$ cat config.mk
export PLATFORM = sky130hd
export DESIGN_NAME = tft_frame_scheduler
export DESIGN_NICKNAME = d
export VERILOG_FILES = /design/src/rtl/tft_sched_pkg.sv /design/src/rtl/tft_te_sync.sv /design/src/rtl/tft_frame_scheduler.sv
export SDC_FILE = /design/constraint.sdc
export NUM_CORES = 1
export LEC_CHECK = 0
export BUFFER_PORTS_ARGS = -buffer_cell sky130_fd_sc_hd__buf_2
export CAP_MARGIN = 25
export CORE_MARGIN = 3
export CORE_UTILIZATION = 45
export DETAILED_ROUTE_END_ITERATION = 10
export PLACE_DENSITY_LB_ADDON = 0.05
export SYNTH_ARGS = -nofsm -noshare
export SYNTH_HDL_FRONTEND = slang
export SYNTH_SLANG_ARGS = --single-unit
$ cat constraint.sdc
create_clock -name clk -period 6.35 [get_ports clk]
set_clock_uncertainty 0.1 [all_clocks]
set_input_delay 0.3175 -clock clk [delete_from_list [all_inputs] [get_ports clk]]
set_output_delay 0.3175 -clock clk [all_outputs]
set_load 0.1 [all_outputs]
$ cat src/rtl/tft_sched_pkg.sv
// Shared types and constants for the TFT frame scheduler.
package tft_sched_pkg;

  typedef enum logic [2:0] {
    StIdle,
    StCmd,
    StRdWait,
    StWaitTe,
    StSendCmd,
    StPixHi,
    StPixLo
  } sched_state_e;

  localparam logic [7:0] TFT_CMD_RAMWR = 8'h2C;
  localparam logic       DC_CMD        = 1'b0;
  localparam logic       DC_DATA       = 1'b1;

endpackage

$ cat src/rtl/tft_te_sync.sv
// Tearing-effect input synchronizer, rising-edge detector and wait timeout counter.
module tft_te_sync #(
  parameter int unsigned TE_TIMEOUT = 1000000
) (
  input  logic clk,
  input  logic rst,
  input  logic i_te,
  input  logic i_arm,
  output logic o_edge,
  output logic o_timeout
);

  localparam int unsigned CNT_W = $clog2(TE_TIMEOUT + 1);

  logic [1:0]       r_sync;
  logic             r_prev;
  logic [CNT_W-1:0] r_cnt;
  logic             w_rise;
  logic             w_expired;

  assign w_rise    = r_sync[1] & ~r_prev;
  assign w_expired = (r_cnt == CNT_W'(TE_TIMEOUT - 1));
  // An edge only counts while armed; earlier edges leave no trace.
  assign o_edge    = i_arm & w_rise;
  assign o_timeout = i_arm & ~w_rise & w_expired;

  always_ff @(posedge clk) begin
    if (rst) begin
      r_sync <= '0;
      r_prev <= 1'b0;
      r_cnt  <= '0;
    end else begin
      r_sync <= {r_sync[0], i_te};
      r_prev <= r_sync[1];
      if (!i_arm) begin
        r_cnt <= '0;
      end else if (!w_expired) begin
        r_cnt <= r_cnt + 1'b1;
      end
    end
  end

endmodule

$ cat src/rtl/tft_frame_scheduler.sv
// Arbitrates the 8080 bus engine between host commands and atomic pixel frames,
// prefixing each frame with the memory-write command and aligning it to TE.
module tft_frame_scheduler
  import tft_sched_pkg::*;
#(
  parameter int unsigned PIX_WIDTH     = 16,
  parameter logic [7:0]  WRITE_MEM_CMD = TFT_CMD_RAMWR,
  parameter int unsigned TE_TIMEOUT    = 1000000,
  parameter logic        TE_ENABLE_RST = 1'b1
) (
  input  logic                 clk,
  input  logic                 rst,
  input  logic                 i_te_enable,
  input  logic                 i_tearing_effect,
  input  logic                 i_cmd_valid,
  input  logic                 i_cmd_dc,
  input  logic                 i_cmd_rnw,
  input  logic [7:0]           i_cmd_data,
  output logic                 o_cmd_ready,
  output logic [7:0]           o_rd_data,
  input  logic                 i_pix_valid,
  input  logic [PIX_WIDTH-1:0] i_pix_data,
  input  logic                 i_pix_sof,
  input  logic                 i_pix_last,
  output logic                 o_pix_ready,
  output logic                 o_bus_valid,
  output logic                 o_bus_dc,
  output logic                 o_bus_rnw,
  output logic [7:0]           o_bus_data,
  input  logic                 i_bus_ready,
  input  logic [7:0]           i_bus_rdata,
  input  logic                 i_bus_rdata_vld,
  output logic                 o_frame_active,
  output logic                 o_te_timeout,
  output logic [15:0]          o_drop_count
);

  sched_state_e r_state, w_state_d;
  logic         r_te_en;
  logic         r_cmd_ready;
  logic [7:0]   r_rd_data;
  logic         r_frame_active;
  logic [15:0]  r_drop_count;

  logic         w_bus_valid;
  logic         w_bus_dc;
  logic         w_bus_rnw;
  logic [7:0]   w_bus_data;
  logic         w_pix_ready;
  logic         w_drop;
  logic         w_arm;
  logic         w_te_edge;
  logic         w_te_timeout;

  tft_te_sync #(
    .TE_TIMEOUT(TE_TIMEOUT)
  ) u_te_sync (
    .clk      (clk),
    .rst      (rst),
    .i_te     (i_tearing_effect),
    .i_arm    (w_arm),
    .o_edge   (w_te_edge),
    .o_timeout(w_te_timeout)
  );

  always_comb begin
    w_state_d   = r_state;
    w_bus_valid = 1'b0;
    w_bus_dc    = DC_CMD;
    w_bus_rnw   = 1'b0;
    w_bus_data  = '0;
    w_pix_ready = 1'b0;
    w_drop      = 1'b0;
    w_arm       = 1'b0;
    unique case (r_state)
      StIdle: begin
        if (i_pix_valid && i_pix_sof) begin
          w_state_d = r_te_en ? StWaitTe : StSendCmd;
        end else if (i_cmd_valid && !r_cmd_ready) begin
          // r_cmd_ready blocks re-issuing a request the host has not yet withdrawn
          w_state_d = StCmd;
        end else if (i_pix_valid) begin
          w_pix_ready = 1'b1;
          w_drop      = 1'b1;
        end
      end
      StCmd: begin
        w_bus_valid = 1'b1;
        w_bus_dc    = i_cmd_dc;
        w_bus_rnw   = i_cmd_rnw;
        w_bus_data  = i_cmd_data;
        if (i_bus_ready) begin
          w_state_d = i_cmd_rnw ? StRdWait : StIdle;
        end
      end
      StRdWait: begin
        if (i_bus_rdata_vld) begin
          w_state_d = StIdle;
        end
      end
      StWaitTe: begin
        w_arm = 1'b1;
        if (w_te_edge || w_te_timeout) begin
          w_state_d = StSendCmd;
        end
      end
      StSendCmd: begin
        w_bus_valid = 1'b1;
        w_bus_data  = WRITE_MEM_CMD;
        if (i_bus_ready) begin
          w_state_d = StPixHi;
        end
      end
      StPixHi: begin
        w_bus_valid = i_pix_valid;
        w_bus_dc    = DC_DATA;
        w_bus_data  = i_pix_data[PIX_WIDTH-1 -: 8];
        if (i_pix_valid && i_bus_ready) begin
          w_state_d = StPixLo;
        end
      end
      StPixLo: begin
        w_bus_valid = 1'b1;
        w_bus_dc    = DC_DATA;
        w_bus_data  = i_pix_data[7:0];
        if (i_bus_ready) begin
          w_pix_ready = 1'b1;
          w_state_d   = i_pix_last ? StIdle : StPixHi;
        end
      end
      default: w_state_d = StIdle;
    endcase
  end

  always_ff @(posedge clk) begin
    if (rst) begin
      r_state        <= StIdle;
      r_te_en        <= TE_ENABLE_RST;
      r_cmd_ready    <= 1'b0;
      r_rd_data      <= '0;
      r_frame_active <= 1'b0;
      r_drop_count   <= '0;
    end else begin
      r_state     <= w_state_d;
      r_te_en     <= i_te_enable;
      r_cmd_ready <= ((r_state == StCmd) && i_bus_ready && !i_cmd_rnw) ||
                     ((r_state == StRdWait) && i_bus_rdata_vld);
      if ((r_state == StRdWait) && i_bus_rdata_vld) begin
        r_rd_data <= i_bus_rdata;
      end
      if ((w_state_d == StSendCmd) && (r_state != StSendCmd)) begin
        r_frame_active <= 1'b1;
      end else if ((r_state == StPixLo) && i_bus_ready && i_pix_last) begin
        r_frame_active <= 1'b0;
      end
      if (w_drop && (r_drop_count != 16'hFFFF)) begin
        r_drop_count <= r_drop_count + 16'd1;
      end
    end
  end

  // Combinational outputs are masked during reset so an in-flight request is dropped at once.
  assign o_bus_valid    = w_bus_valid & ~rst;
  assign o_bus_dc       = w_bus_dc & ~rst;
  assign o_bus_rnw      = w_bus_rnw & ~rst;
  assign o_bus_data     = rst ? 8'h00 : w_bus_data;
  assign o_pix_ready    = w_pix_ready & ~rst;
  assign o_te_timeout   = w_te_timeout & ~rst;
  assign o_cmd_ready    = r_cmd_ready;
  assign o_rd_data      = r_rd_data;
  assign o_frame_active = r_frame_active;
  assign o_drop_count   = r_drop_count;

endmodule

# Word-level counts from Yosys, hierarchy flattened
# Index checks and enable logic that the tools add are counted.
[op_classes]
n_mux = 26
n_reduce_logical = 19
add_sub_neg = 2
eq_ne = 10
n_bitwise = 13
[ops]
columns = ["operator", "count"]
rows = [
  ["$pmux W8 S4", 1],
  ["$mux W3", 10],
  ["$pmux W3 S7", 1],
  ["$add A20 B1 Y20 const B", 1],
  ["$eq A20 B20 Y1 const B", 1],
  ["$add A16 B1 Y16 const B", 1],
  ["$ne A16 B16 Y1 const B", 1],
  ["$eq A3 B3 Y1 const B", 4],
  ["$logic_and A1 B1 Y1", 10],
  ["$and A1 B1 Y1", 9],
  ["$mux W1", 9],
  ["$mux W8", 1],
  ["$eq A3 B2 Y1 const B", 2],
  ["$pmux W1 S2", 3],
  ["$not A1 Y1", 4],
  ["$reduce_or A2 Y1", 2],
  ["$eq A3 B1 Y1 const B", 1],
  ["$logic_not A3 Y1", 1],
  ["$ne A3 B3 Y1 const B", 1],
  ["$reduce_or A3 Y1", 1],
  ["$logic_not A1 Y1", 2],
  ["$logic_or A1 B1 Y1", 2],
  ["$mux W2", 1],
  ["$reduce_bool A2 Y1", 1],
]
[totals]
out_inout_bits = 39
reg_bits = 53
wordCells = 79

# Longest topological paths before layout
[logic_depth]
depth_word = 11
mapped_depth = 8

# Hierarchy
# A second synthesis with hierarchy kept.
[unflattened]
cells_unflattened = 355
area_unflattened_um2 = 2796.4
[by_module_without_submodules]
columns = ["mod", "cells_per_inst", "instances", "area_each_um2"]
rows = [
  ["tft_frame_scheduler", 237, 1, 1774.2],
  ["tft_te_sync", 118, 1, 1022.2],
]

# Least setup slack after synthesis
# Ideal clock, no wire load.
[synth_path]
path_type = "register -> output"
start = "reg u_te_sync.r_cnt[6]"
end = "out o_te_timeout"
n_path_buf = 1
slack_ns = 1.530
t_arrival_ns = 4.402
required_ns = 5.932
stages_incl_launch_ff = 5
path_cell_list = "dfxtp_1 or4b_1 or4_1 buf_6 nor4_1"
[synth_between]
elab_chain_len = 3
[synth_lines]
columns = ["element", "line_no", "rtl"]
rows = [
  ["start, declared", "tft_te_sync.sv:17", "logic [CNT_W-1:0] r_cnt;"],
  ["start signal, assigned", "tft_te_sync.sv:38", "r_cnt <= r_cnt + 1'b1;"],
  ["$eq A20 B20 Y1", "tft_te_sync.sv:22", "assign w_expired = (r_cnt == CNT_W'(TE_TIMEOUT - 1));"],
  ["$and A1 B1 Y1", "tft_te_sync.sv:25", "assign o_timeout = i_arm & ~w_rise & w_expired;"],
  ["$and A1 B1 Y1", "tft_frame_scheduler.sv:168", "assign o_te_timeout = w_te_timeout & ~rst;"],
  ["end, declared", "tft_frame_scheduler.sv:34", "output logic o_te_timeout,"],
]
# No other way between the ends.

# Final worst setup path
[layout_path]
start = "reg r_state[0]"
end = "out o_te_timeout"
[layout_between]
elab_chain_len = 5
[layout_lines]
columns = ["element", "line_no", "rtl"]
rows = [
  ["start, declared", "tft_frame_scheduler.sv:38", "sched_state_e r_state, w_state_d;"],
  ["start signal, assigned", "tft_frame_scheduler.sv:137", "r_state <= StIdle;"],
  ["start signal, assigned", "tft_frame_scheduler.sv:144", "r_state <= w_state_d;"],
  ["$eq A3 B2 Y1", "tft_frame_scheduler.sv:75", "unique case (r_state)"],
  ["$mux W1", "tft_frame_scheduler.sv:75", ""],
  ["$and A1 B1 Y1 (2 in series)", "tft_te_sync.sv:25", ""],
  ["$and A1 B1 Y1", "tft_frame_scheduler.sv:168", ""],
]
# No other way between the ends.

==> impl_metrics.tcl <==
set metrics [dict create \
    wl_mm 6.241 \
    p_per_area_mw_per_mm2 210.1 \
    startpoint_type "flip-flop" \
    fin_crit_ns 3.375 \
    crit_path_end_kind "output port" \
    globalplace.congestion 0.7821 \
    track_usage_pct 17.62 \
    postCtsSetupRepairBufs 0 \
    slew_viol_final 0 \
    drive_above_1_share_pct 23.97 \
    synth.distinct_cells 52 \
    antenna_found_initial 0 \
    htree_num_levels 2 \
    utilization_pct 55.50 \
    drtAntennaViolNets 0 \
    clk_path_buf_depth 2 \
    syn_area_per_cell_um2 8.160 \
    period_share_pct 53.16 \
    die_area_mm2 0.007163 \
    status "finished, final reports clean" \
    crit_fanout 28 \
    row_count 28 \
    ys_ff_latch 53 \
    path_class "flip-flop to output port" \
    max_slew_margin_pct 39.76 \
    r2r_slack_ns 3.87 \
    clk_pin_slew_worst_paths_ns 0.10 \
    ctsResizeCount 0 \
    yosysTopAreaCell "dfxtp_1" \
    synth_fp_nets 387 \
    worstPathRequired_ns 5.93 \
    die_h_um 84.64 \
    synthArstFlopShare_pct 0 \
    critical_path_arrival_ns 2.96 \
    worstPathCellList "nand3_1 -> nor4_1 -> buf_2" \
    grt_start_max_net_pins 44 \
    p_leak_nw 1.311 \
    vdd_drop_max_mv 0.1188 \
    synthTopCellsByArea "dfxtp_1, nor2_1, xnor2_1, mux2i_1, xor2_1" \
    critical_path.top_delay_family "simple AND/OR/NAND/NOR gates" \
    final_area_mm2 0.003306 \
    core-area_mm2 0.005956 \
    io_pins 83 \
    synth_warnings 0 \
    dpl_cell_area_mm2 0.003219 \
    yosysSeqAreaShare_pct 38.13 \
    ys_dominant_reg_cell "dfxtp_1" \
    path_buf_inv 1 \
    drc 0 \
    areaGrowthSynthToFinish_pct 18.79 \
    final.setup.tns_ns 0 \
    cts_buffers 5 \
    grt_pass1_wl_mm 10.63 \
    drt_iter0_markers 96 \
    grt-ovfl-total 0 \
    antenna-diode-count 0 \
    synth_most_common_cell "nor2_1" \
    die_x_um 84.64 \
    instances_no_fill 488 \
    syn_inst 341 \
    finalSetupViolations 0 \
    root_buffer "clkbuf_8" \
    hold_class "primary input to flip-flop" \
    yosysTopAreaCellShare_pct 38.13 \
    drt-vias-per-instance 5.262 \
    cts_tree "done" \
    initial_core_util_pct 46.72 \
    worst_slew_pin_slew_ns 0.9024 \
    wl_per_cell_um 12.79 \
    drv_cap 0 \
    clock-sinks 53 \
    first_pass_iters 4 \
    crit_path_top_delay_cell "dfxtp_1" \
    vias 2568 \
    synth_edf_count 0 \
    fin_nets 458 \
    finalHoldViolations 0 \
    synth.top_cells.by_count "nor2_1, dfxtp_1, xnor2_1" \
    insertion_delay_ns 0.30 \
    grt_pass1_vias 2355 \
    fmax_mhz 296.3 \
    port_buffers 82 \
    dp.cells 480 \
    rsz0062_at_grt "false" \
    netlist_area_mm2 0.002783 \
    cts_hold_buf 0 \
    dp_hpwl_mm 4.525 \
    p_total_mw 0.6945 \
    slowest_delay_ns 0.88 \
]
-- area by class of cell --
cell class	count	area (um^2)
Tap cell	75	93.84
Clock inverter	2	13.76
Multi-Input combinational cell	259	1605
Clock buffer	6	72.57
Fill cell	582	2650
Inverter	9	33.78
Timing Repair Buffer	84	425.4
Sequential cell	53	1061
-- routing by layer --
| metal | routed length [um] | global-route usage [%] |
|---|---|---|
| met1 | 3055 | 23.70 |
| met2 | 2728 | 27.83 |
| met3 | 418 | 5.005 |
| met4 | 39 | 4.604 |
| met5 | 0 | 0 |
-- registers in the layout, summed over array words and instances (netlist names) --
signal	count
o_cmd_ready	1
o_drop_count	16
r_state	3
u_te_sync.r_sync	2
u_te_sync.r_prev	1
o_rd_data	8
u_te_sync.r_cnt	20
r_te_en	1
o_frame_active	1
-- worst paths after layout --
check,end,depth (start not counted),startpoint
setup reg to reg,o_drop_count[8]$_SDFFE_PP0P_,5,r_state[2]$_SDFF_PP0_
hold / removal,r_te_en$_SDFF_PP1_,2,i_te_enable
hold reg to reg,u_te_sync.r_sync[1]$_SDFF_PP0_,1,u_te_sync.r_sync[0]$_SDFF_PP0_
setup / recovery,o_te_timeout,3,r_state[0]$_SDFF_PP0_
-- power breakdown --
| part | switching, mW | internal, mW | leakage (nW) | total [mW] |
|---|---|---|---|---|
| Sequential | 0.0170 | 0.339 | 0.428 | 0.356 |
| Combinational | 0.108 | 0.0427 | 0.837 | 0.151 |
| Clock | 0.109 | 0.0788 | 0.0456 | 0.188 |
-- metrics by stage --
step                setup WS, ns  hold slack (ns)
finish                     2.975           0.1144
global route               2.676          0.09983
CTS                        2.963           0.1087
detailed placement         3.339           0.3264
global placement           3.380           0.3199
floorplan                  1.530           0.3138
-- layout by cell type, fill, tap and decap left out, types with 11 or more instances in the layout --
| cell | n |
|---|---|
| buf_2 | 82 |
| mux2i_1 | 14 |
| nor2b_1 | 11 |
| xor2_1 | 12 |
| a21oi_1 | 12 |
| nor2_1 | 66 |
| xnor2_1 | 19 |
| dfxtp_1 | 53 |
| nand3_1 | 17 |
| nand2_1 | 17 |
-- kinds of logic (layout without fill, tap and decap cells) --
logic type | after synthesis | after routing | share of synthesized area, %
AOI/OAI and AO/OA | 43 | 43 | 10.52
xor gates and xnor gates | 31 | 31 | 9.757
adders and majority gates | 2 | 2 | 0.8991
buffers and inverters | 29 | 101 | 4.406
DFF | 53 | 53 | 38.13
muxes | 14 | 14 | 5.036
and+or+nand+nor | 169 | 169 | 31.25
Note: power is estimated with default switching activity, not from simulation.
